==> src/rtl/mem_req_ctrl.sv <==
// mem_req_ctrl: valid/ready request front-end that drives a single-port synchronous memory and returns read data
module mem_req_ctrl #(
  parameter int ADDR_WIDTH = 8,
  parameter int DATA_WIDTH = 8,
  parameter int RD_LAT     = 1
) (
  input  logic                  i_w_clk,
  input  logic                  i_w_rst,
  input  logic                  i_w_req_valid,
  output logic                  o_w_req_ready,
  input  logic                  i_w_req_we,
  input  logic [ADDR_WIDTH-1:0] i_w_req_addr,
  input  logic [DATA_WIDTH-1:0] i_w_req_wdata,
  output logic                  o_w_rsp_valid,
  input  logic                  i_w_rsp_ready,
  output logic [DATA_WIDTH-1:0] o_w_rsp_rdata,
  output logic                  o_w_mem_cs,
  output logic                  o_w_mem_we,
  output logic [ADDR_WIDTH-1:0] o_w_mem_addr,
  output logic [DATA_WIDTH-1:0] o_w_mem_wdata,
  input  logic [DATA_WIDTH-1:0] i_w_mem_rdata
);
  typedef enum logic [1:0] {IDLE, ISSUE, WAIT, RESP} state_t;
  state_t state;
  logic [1:0] cnt;
  logic cs;
  assign o_w_req_ready = state == IDLE;
  assign o_w_mem_cs = cs & ~i_w_rst;
  always_ff @(posedge i_w_clk) begin
    if (i_w_rst) begin
      state <= IDLE;
      cnt <= '0;
      cs <= 1'b0;
      o_w_mem_we <= 1'b0;
      o_w_mem_addr <= '0;
      o_w_mem_wdata <= '0;
      o_w_rsp_valid <= 1'b0;
      o_w_rsp_rdata <= '0;
    end else begin
      case (state)
        IDLE: if (i_w_req_valid) begin
          cs <= 1'b1;
          o_w_mem_we <= i_w_req_we;
          o_w_mem_addr <= i_w_req_addr;
          o_w_mem_wdata <= i_w_req_wdata;
          state <= ISSUE;
        end
        ISSUE: begin
          cs <= 1'b0;
          o_w_mem_we <= 1'b0;
          cnt <= 2'(RD_LAT - 1);
          state <= o_w_mem_we ? IDLE : WAIT;
        end
        WAIT: if (cnt == 2'd0) begin
          o_w_rsp_rdata <= i_w_mem_rdata;
          o_w_rsp_valid <= 1'b1;
          state <= RESP;
        end else begin
          cnt <= cnt - 2'd1;
        end
        RESP: if (i_w_rsp_ready) begin
          o_w_rsp_valid <= 1'b0;
          state <= IDLE;
        end
      endcase
    end
  end
endmodule
==> config.mk <==
export PLATFORM = sky130hd
export DESIGN_NAME = mem_req_ctrl
export DESIGN_NICKNAME = d
export VERILOG_FILES = /design/src/rtl/mem_req_ctrl.sv
export SDC_FILE = /design/constraint.sdc
export NUM_CORES = 1
export LEC_CHECK = 0
export CORE_ASPECT_RATIO = 2
export CORE_MARGIN = 4
export CORE_UTILIZATION = 24
export CTS_CLUSTER_SIZE = 25
export DETAILED_ROUTE_END_ITERATION = 10
export GPL_TIMING_DRIVEN = 0
export PLACE_DENSITY = 0.62
export REMOVE_ABC_BUFFERS = 1
export SLEW_MARGIN = 20
export SYNTH_ARGS = -nofsm -noshare
export SYNTH_HDL_FRONTEND = slang
export SYNTH_SLANG_ARGS = --single-unit
==> constraint.sdc <==
create_clock -name i_w_clk -period 2.84 [get_ports i_w_clk]
set_input_delay 0.284 -clock i_w_clk [delete_from_list [all_inputs] [get_ports i_w_clk]]
set_output_delay 0.284 -clock i_w_clk [all_outputs]
set_load 0.02 [all_outputs]
==> results of run 1 <==
## worst max-delay path, stage by stage (launching register included)
cell	delay (ns)
dfxtp_1	0.45
nor2_1	0.28
clkdlybuf4s50_1	0.66
## layout by cell type, fill, tap and decap left out, drive strengths merged
master / Yosys / routed
ha: 1 / 1
nor4b: 2 / 2
inv: 3 / 3
nand2: 35 / 35
nor2: 13 / 13
buf: 6 / 1
clkbuf: 3 / 7
a22oi: 1 / 1
dfxtp: 31 / 31
clkdlybuf4s50: 0 / 55
o211ai: 3 / 3
a2bb2oi: 1 / 1
a211oi: 1 / 1
nand3b: 1 / 1
or3b: 1 / 1
mux2i: 8 / 8
nor3b: 1 / 1
a21oi: 24 / 24
clkinv: 0 / 1
nor2b: 1 / 1
o21ai: 1 / 1
## cell type report
| type | instances | area, um^2 |
|---|---|---|
| Sequential cell | 31 | 621 |
| Multi-Input combinational cell | 94 | 507 |
| Clock inverter | 1 | 5.00 |
| Timing Repair Buffer | 56 | 556 |
| Fill cell | 517 | 2970 |
| Tap cell | 57 | 71.3 |
| Inverter | 3 | 11.3 |
| Clock buffer | 7 | 76.3 |
## per-layer routing
| layer | vias up | global-route usage [%] | share of wire [%] |
|---|---|---|---|
| met3 | 4 | 2.28 | 7.1 |
| met4 | 0 | 4.48 | 1.4 |
| met5 | - | 0 | 0 |
| li1 | 562 | - | - |
| met1 | 491 | 9.88 | 35 |
| met2 | 35 | 18.5 | 57 |
## path summary, 6_finish.rpt
kind                    start          endpoint  slack [ns]  cells after the start
max                  register     o_w_req_ready        0.90                      2
min reg2reg  o_w_mem_wdata[5]  o_w_mem_wdata[5]        0.45                      2
min          o_w_mem_wdata[5]  o_w_mem_wdata[5]        0.45                      2
max reg2reg            cnt[0]  o_w_rsp_rdata[7]        1.23                      5
## state kept, by name (all words and copies together) (netlist names), named ones only
register       cells
o_w_mem_addr       8
o_w_mem_wdata      8
o_w_rsp_rdata      8
cnt                2
cs                 1
o_w_mem_we         1
o_w_rsp_valid      1
state              1
## per-stage QoR
| stage | instances | utilization [%] |
|---|---|---|
| 5_1_grt | 249 | 38.3 |
| 4_1_cts | 249 | 38.3 |
| 6_report | 249 | 38.3 |
| 3_3_place_gp | 241 | 36.7 |
| 3_5_place_dp | 241 | 36.6 |
| 2_1_floorplan | 128 | - |
## cell families (layout without fill, tap and decap cells)
group | after synthesis | after routing | synth area share [%]
flops | 31 | 31 | 52.2
buf+inv | 12 | 67 | 5.16
fa+ha+maj | 1 | 1 | 1.05
simple gates | 54 | 54 | 20.1
mux | 8 | 8 | 6.74
compound gates | 31 | 31 | 14.7
## power by group
part	switching (mW)	total, mW	internal [mW]
Sequential	0.0277	0.497	0.469
Combinational	0.115	0.239	0.124
Clock	0.148	0.319	0.172
==> impl_metrics.env, run 1 <==
export IMPL_status="completed"
export IMPL_fp_row_count=36
export IMPL_arrival_ns=1.66
export IMPL_relSlewSlack_pct=54.3
export IMPL_start_util_pct=24.7
export IMPL_ys_flop_type="dfxtp_1"
export IMPL_antenna_found_initial=0
export IMPL_postRouteWirelength_um=2960
export IMPL_clk_pin_slew_worst_paths_ns=0.06
export IMPL_postCtsSetupBuffers=0
export IMPL_setup_violations=0
export IMPL_remaining_drc_errors=0
export IMPL_numClockSinks=31
export IMPL_ys_ff_latch=31
export IMPL_grt_pass1_wl_um=4850
export IMPL_die_w_um=57.8
export IMPL_stdcell_area_mm2=0.00185
export IMPL_ctsHtreeMaxLevel=2
export IMPL_gp_congestion=0.659
export IMPL_max_cap_violations=0
export IMPL_grt_overflow_total=0
export IMPL_synth_largest_area_cell="dfxtp_1"
export IMPL_grt_pass1_vias=1071
export IMPL_fin_crit_sh_pct=68.3
export IMPL_cts_resized=0
export IMPL_synth_cell_types=22
export IMPL_hold_ws_ns=0.453
export IMPL_postPlaceCellArea_mm2=0.00177
export IMPL_slew_viol_final=0
export IMPL_tns_ns=0
export IMPL_synth_edf_count=0
export IMPL_synth_cells=137
export IMPL_cp_end_kind="output pin"
export IMPL_hold_viol_final=0
export IMPL_finClkSkew_ns=0.00690
export IMPL_wl_per_cell_um=11.9
export IMPL_die_height_um=108
export IMPL_rsz0062_at_grt="no"
export IMPL_yosys_cell_count_top_type="nand2_1"
export IMPL_coreArea_mm2=0.00482
export IMPL_hpwl_um=2170
export IMPL_port_buffers=56
export IMPL_hp_class="register to register"
export IMPL_syn_area_per_cell_um2=8.68
export IMPL_synth_common_cells="35 x nand2_1, 31 x dfxtp_1, 23 x a21oi_1"
export IMPL_max_clock_path_buffers=2
export IMPL_cts_tree="yes"
export IMPL_synthTopCellsByArea="dfxtp_1 52%, nand2_1 11%, a21oi_1 9.7%, mux2i_1 6.7%, nor2_1 4.1%"
export IMPL_cts_buffers=5
export IMPL_final_antenna_net_count=0
export IMPL_fin_ws_ns=0.899
export IMPL_yosysWarnings=0
export IMPL_dieArea_mm2=0.00621
export IMPL_vias=1092
export IMPL_post_place_ws_ns=0.975
export IMPL_crit_type="register to output pin"
export IMPL_syn_area_mm2=0.00119
export IMPL_io_pins=57
export IMPL_p_leak_nw=0.707
export IMPL_start_kind="register"
export IMPL_grt_max_degree=33
export IMPL_tightest_slew_ns=0.684
export IMPL_async_flop_share_pct=0
export IMPL_power_density_mw_per_mm2=571
export IMPL_clk_latency_ns=0.27
export IMPL_drt_pass1_iter_count=4
export IMPL_p_total_mw=1.05
export IMPL_yosys_area_top_type_share_pct=52.2
export IMPL_ir_drop_mv=0.318
export IMPL_timing_fmax_mhz=515
export IMPL_cts_hold_buf=0
export IMPL_yosysSeqAreaShare_pct=52.2
export IMPL_finalCriticalPeriod_ns=1.94
export IMPL_nets=221
export IMPL_drive_gt1_share_pct=4.69
export IMPL_viasPerCell=4.39
export IMPL_drt_iter0_markers=28
export IMPL_required_ns=2.56
export IMPL_cp_max_fo=15
export IMPL_grt_usage_pct=9.90
export IMPL_cts_root_buf="clkbuf_8"
export IMPL_area_growth_pct=55.4
export IMPL_diodes=0
Power figures use the tool's default switching activity.
==> run 2, diff against run 1 <==
clock period = 1.9 ns   (was 2.84 ns; I/O delays follow)
==> run 2 against run 1 <==
Wire length is 0.14% lower. Count of clock-buffer cells in the layout stayed put. Non-clock buffer count stayed put. Sequential power is 49% higher. Utilization is 0.052 points higher. Combinational power is 50% higher. Clock skew hardly changed. Critical path depth stayed put. Final cell count stayed put. Global-route usage stayed put. Die area stayed put. Largest cell class unchanged. Largest power group unchanged. Highest routed layer unchanged.
==> impl_metrics.env, run 2 (synthesis gave the netlist of run 1 again) <==
export IMPL_status="completed"
export IMPL_gp_congestion=0.659
export IMPL_cts_hold_buf=0
export IMPL_rsz0062_at_grt="no"
export IMPL_drive_gt1_share_pct=5.21
export IMPL_area_growth_pct=55.6
export IMPL_numClockSinks=31
export IMPL_hp_class="input pin to register"
export IMPL_postRouteWirelength_um=2950
export IMPL_p_total_mw=1.58
export IMPL_path_delay_family="buffers and inverters"
export IMPL_ff_latch_area_um2=621
export IMPL_grt_pass1_wl_um=4850
export IMPL_multi_input_area_um2=509
export IMPL_cp_max_fo=15
export IMPL_swShare_pct=27.6
export IMPL_die_w_um=57.8
export IMPL_n_fill_cell=516
export IMPL_p_sw_mw=0.435
export IMPL_ir_drop_mv=0.476
export IMPL_viasPerCell=4.38
export IMPL_dieArea_mm2=0.00621
export IMPL_combinationalPowerShare_pct=22.7
export IMPL_dpl_cell_count=241
export IMPL_diodes=0
export IMPL_path_cells="nor2_2 > clkdlybuf4s50_1"
export IMPL_clk_pin_slew_worst_paths_ns=0.06
export IMPL_r2r_cells=3
export IMPL_final_cells=249
export IMPL_clk_latency_ns=0.27
export IMPL_cts_root_buf="clkbuf_8"
export IMPL_fp_row_count=36
export IMPL_wl_per_cell_um=11.9
export IMPL_clock_power_share_pct=30.2
export IMPL_p_seq_share_pct=47.1
export IMPL_start_kind="register"
export IMPL_fin_crit_sh_pct=94.1
export IMPL_holdPathStages=2
export IMPL_timing_fmax_mhz=559
export IMPL_tightest_slew_ns=0.684
export IMPL_coreArea_mm2=0.00482
export IMPL_setup_violations=0
export IMPL_drt_pass1_iter_count=4
export IMPL_max_clock_path_buffers=2
export IMPL_hold_ws_ns=0.408
export IMPL_drt_iter0_markers=26
export IMPL_final_util_pct=38.4
export IMPL_port_buffers=56
export IMPL_grt_usage_pct=9.90
export IMPL_start_util_pct=24.7
export IMPL_p_leak_nw=0.707
export IMPL_cts_tree="yes"
export IMPL_cts_buffers=5
export IMPL_nets=221
export IMPL_most_common_layout_cells="55 x clkdlybuf4s50_1, 35 x nand2_1, 31 x dfxtp_1"
export IMPL_fin_ws_ns=0.111
export IMPL_arrival_ns=1.60
export IMPL_ctsHtreeMaxLevel=2
export IMPL_grt_pass1_vias=1071
export IMPL_required_ns=1.71
export IMPL_final_common_cell="clkdlybuf4s50_1"
export IMPL_remaining_drc_errors=0
export IMPL_power_density_mw_per_mm2=853
export IMPL_grt_overflow_total=0
export IMPL_p_int_mw=1.14
export IMPL_hold_end="o_w_rsp_rdata[6]"
export IMPL_hold_viol_final=0
export IMPL_crit_type="register to output pin"
export IMPL_cp_end_kind="output pin"
export IMPL_grt_max_degree=33
export IMPL_max_cap_violations=0
export IMPL_hpwl_um=2170
export IMPL_final_antenna_net_count=0
export IMPL_crit_slowest_cell="clkdlybuf4s50_1"
export IMPL_min_from="i_w_rst"
export IMPL_antenna_found_initial=0
export IMPL_reg2reg_to="o_w_rsp_rdata[7]"
export IMPL_critPathBufInv=1
export IMPL_post_place_ws_ns=0.129
export IMPL_reg_top3="o_w_mem_addr: 8 flops, o_w_mem_wdata: 8 flops, o_w_rsp_rdata: 8 flops"
export IMPL_relSlewSlack_pct=54.3
export IMPL_die_height_um=108
export IMPL_io_pins=57
export IMPL_vias=1090
export IMPL_finClkSkew_ns=0.00679
export IMPL_slew_viol_final=0
export IMPL_max_stage_delay_ns=0.64
export IMPL_r2r_setup_slack_ns=0.28
export IMPL_finalCriticalPeriod_ns=1.79
==> run 2: cell counts in the layout (fill, tap and decap cells not counted) <==
Identical to the previous run, type by type.
==> run 2: through the flow <==
step / area, um^2 / TNS, ns
3_5_place_dp: 1770 / 0
3_3_place_gp: 1770 / -0.522
6_report: 1850 / 0
2_1_floorplan: 1140 / 0
4_1_cts: 1850 / 0
5_1_grt: 1850 / 0
==> run 2: layout make-up <==
class                      count  area share, %
tap                           57           3.86
multi-input combinational     94           27.5
inverter                       3          0.609
clock inverter                 1          0.271
sequential                    31           33.6
clock buffer                   7           4.13
timing repair buffer          56           30.0
==> run 2: worst reg2reg max path, cell delays in order, from the launching register on <==
cell and delay, ns:
dfxtp_1 0.63, nand3b_1 0.50, mux2i_1 0.31, nor2_1 0.05
==> run 2: what timing repair did <==
action	CTS	global route
endpoints found under the setup margin	0	1
resized for setup	0	1
buffers inserted	0	0
==> run 2: worst max path at each step <==
| stage | to | depth (start not counted) |
|---|---|---|
| 2_1_floorplan | o_w_rsp_rdata[0] | 5 |
| 3_3_place_gp | o_w_mem_cs | 3 |
| 3_5_place_dp | o_w_mem_addr[2] | 4 |
| 4_1_cts | o_w_req_ready | 2 |
| 5_1_grt | o_w_req_ready | 2 |
| 6_report | o_w_req_ready | 2 |
==> run 2: layer usage <==
| metal | vias to the layer above | part of all wire, % | GRT usage (%) |
|---|---|---|---|
| li1 | 563 | - | - |
| met1 | 488 | 35 | 9.88 |
| met2 | 35 | 56 | 18.5 |
| met3 | 4 | 7.1 | 2.28 |
| met4 | 0 | 1.4 | 4.48 |
| met5 | - | 0 | 0 |
==> run 2: power by group through the flow <==
stage	Combinational, mW	Sequential (mW)	Clock [mW]
6_report	0.358	0.743	0.477
5_1_grt	0.392	0.751	0.537
4_1_cts	0.365	0.743	0.509
3_5_place_dp	0.363	0.758	0
3_3_place_gp	0.362	0.756	0
2_1_floorplan	0.121	0.804	0
==> run 3, diff against run 2 <==
--- a/constraint.sdc
+++ b/constraint.sdc
@@ -3,2 +3,2 @@
 set_output_delay 0.19 -clock i_w_clk [all_outputs]
-set_load 0.02 [all_outputs]
+set_load 0.05 [all_outputs]
==> run 3 against run 2 <==
Count of clock-buffer cells in the layout is the same. Largest power group unchanged. Clock power barely moved. Sequential power is essentially flat. Critical path depth did not move. Utilization fell by 0.078 points. Critical path type unchanged. Critical endpoint unchanged. Wire length rose by 0.10%. Final cell count is the same. Fmax up 2.5%. Clock skew hardly changed. Cell area fell by 0.20%.
==> impl_metrics.env, run 3 (synthesis gave the netlist of run 1 again) <==
export IMPL_status="completed"
export IMPL_cp_max_fo=15
export IMPL_cts_tree="yes"
export IMPL_finClkSkew_ns=0.00690
export IMPL_grtUsageMet2_pct=18.5
export IMPL_postRouteWirelength_um=2960
export IMPL_cts_buffers=5
export IMPL_slew_viol_final=0
export IMPL_cts_root_buf="clkbuf_8"
export IMPL_grt_max_degree=33
export IMPL_remaining_drc_errors=0
export IMPL_clk_pin_slew_worst_paths_ns=0.06
export IMPL_diodes=0
export IMPL_hp_class="input pin to register"
export IMPL_vias=1092
export IMPL_final_antenna_net_count=0
export IMPL_power_density_mw_per_mm2=911
export IMPL_numClockSinks=31
export IMPL_die_height_um=108
export IMPL_fin_ws_ns=0.155
export IMPL_p_leak_nw=0.707
export IMPL_grt_usage_pct=9.90
export IMPL_timing_fmax_mhz=573
export IMPL_drive_gt1_share_pct=4.69
export IMPL_hold_viol_final=0
export IMPL_grt_pass1_wl_um=4850
export IMPL_antenna_found_initial=0
export IMPL_r2r_cells=5
export IMPL_post_place_ws_ns=0.129
export IMPL_finalCriticalPeriod_ns=1.75
export IMPL_reg_top3="o_w_mem_addr: 8 flops, o_w_mem_wdata: 8 flops, o_w_rsp_rdata: 8 flops"
export IMPL_start_util_pct=24.7
export IMPL_fp_row_count=36
export IMPL_port_buffers=56
export IMPL_cts_hold_buf=0
export IMPL_final_common_cell="clkdlybuf4s50_1"
export IMPL_ctsHtreeMaxLevel=2
export IMPL_clk_latency_ns=0.27
export IMPL_fin_crit_sh_pct=91.9
export IMPL_drt_iter0_markers=26
export IMPL_arrival_ns=1.56
export IMPL_max_cap_violations=0
export IMPL_nets=221
export IMPL_viasPerCell=4.39
export IMPL_p_total_mw=1.68
export IMPL_io_pins=57
export IMPL_ir_drop_mv=0.492
export IMPL_grt_pass1_vias=1071
export IMPL_final_util_pct=38.3
export IMPL_holdPathStages=2
export IMPL_coreArea_mm2=0.00482
export IMPL_area_growth_pct=55.3
export IMPL_die_w_um=57.8
export IMPL_top_usage_layer="met2"
export IMPL_tightest_slew_ns=0.684
export IMPL_crit_type="register to output pin"
export IMPL_most_common_layout_cells="54 x clkdlybuf4s50_1, 35 x nand2_1, 31 x dfxtp_1"
export IMPL_required_ns=1.71
export IMPL_wl_per_cell_um=11.9
export IMPL_hpwl_um=2170
export IMPL_max_clock_path_buffers=2
export IMPL_start_kind="register"
export IMPL_gp_congestion=0.659
export IMPL_grt_overflow_total=0
export IMPL_rsz0062_at_grt="no"
export IMPL_met1_usage_pct=9.88
export IMPL_setup_violations=0
export IMPL_grt_use_met3_pct=2.28
export IMPL_dieArea_mm2=0.00621
export IMPL_drt_pass1_iter_count=4
export IMPL_cp_end_kind="output pin"
export IMPL_relSlewSlack_pct=54.3
[run 3: final cells by class]
class | instances | area, um^2
Sequential cell | 31 | 621
Timing Repair Buffer | 56 | 554
Clock inverter | 1 | 5.00
Fill cell | 517 | 2970
Tap cell | 57 | 71.3
Inverter | 3 | 11.3
Multi-Input combinational cell | 94 | 507
Clock buffer | 7 | 76.3
[run 3: worst max-delay path, cell delays in order (launching register included)]
cell and delay, ns:
dfxtp_1 0.45, nor2_1 0.27, dlygate4sd2_1 0.57
[run 3: final timing paths]
kind                                    endpoint  slack (ns)        startpoint
worst max-delay path               o_w_req_ready        0.15          register
worst min-delay path            o_w_rsp_rdata[6]        0.41           i_w_rst
worst max register to register  o_w_rsp_rdata[7]        0.29            cnt[0]
worst min register to register  o_w_mem_wdata[5]        0.45  o_w_mem_wdata[5]
[run 3: where the power goes]
part	total, mW	switching, mW	internal [mW]	leakage, nW
Clock	0.477	0.221	0.256	0.0422
Combinational	0.462	0.281	0.181	0.411
Sequential	0.742	0.0414	0.701	0.254
Total	1.68	0.543	1.14	0.707
[run 3: layer usage]
| layer | wire length, um | part of all wire, % |
|---|---|---|
| met1 | 1030 | 35 |
| met2 | 1680 | 57 |
| met3 | 210 | 7.1 |
| met4 | 41 | 1.4 |
| met5 | 0 | 0 |
[run 3: through the flow]
stage               hold WS [ns]  setup TNS (ns)  std cells  cell area [um^2]
finish                     0.408               0        249              1850
global route               0.435               0        249              1850
CTS                        0.411               0        249              1850
detailed placement         0.448               0        241              1770
global placement           0.441          -0.721        241              1770
floorplan                  0.252               0        128              1140
[run 3: timing repair]
action,4_1_cts,5_1_grt
setup buffers,0,0
resized for setup,1,0
setup endpoints to repair,1,0
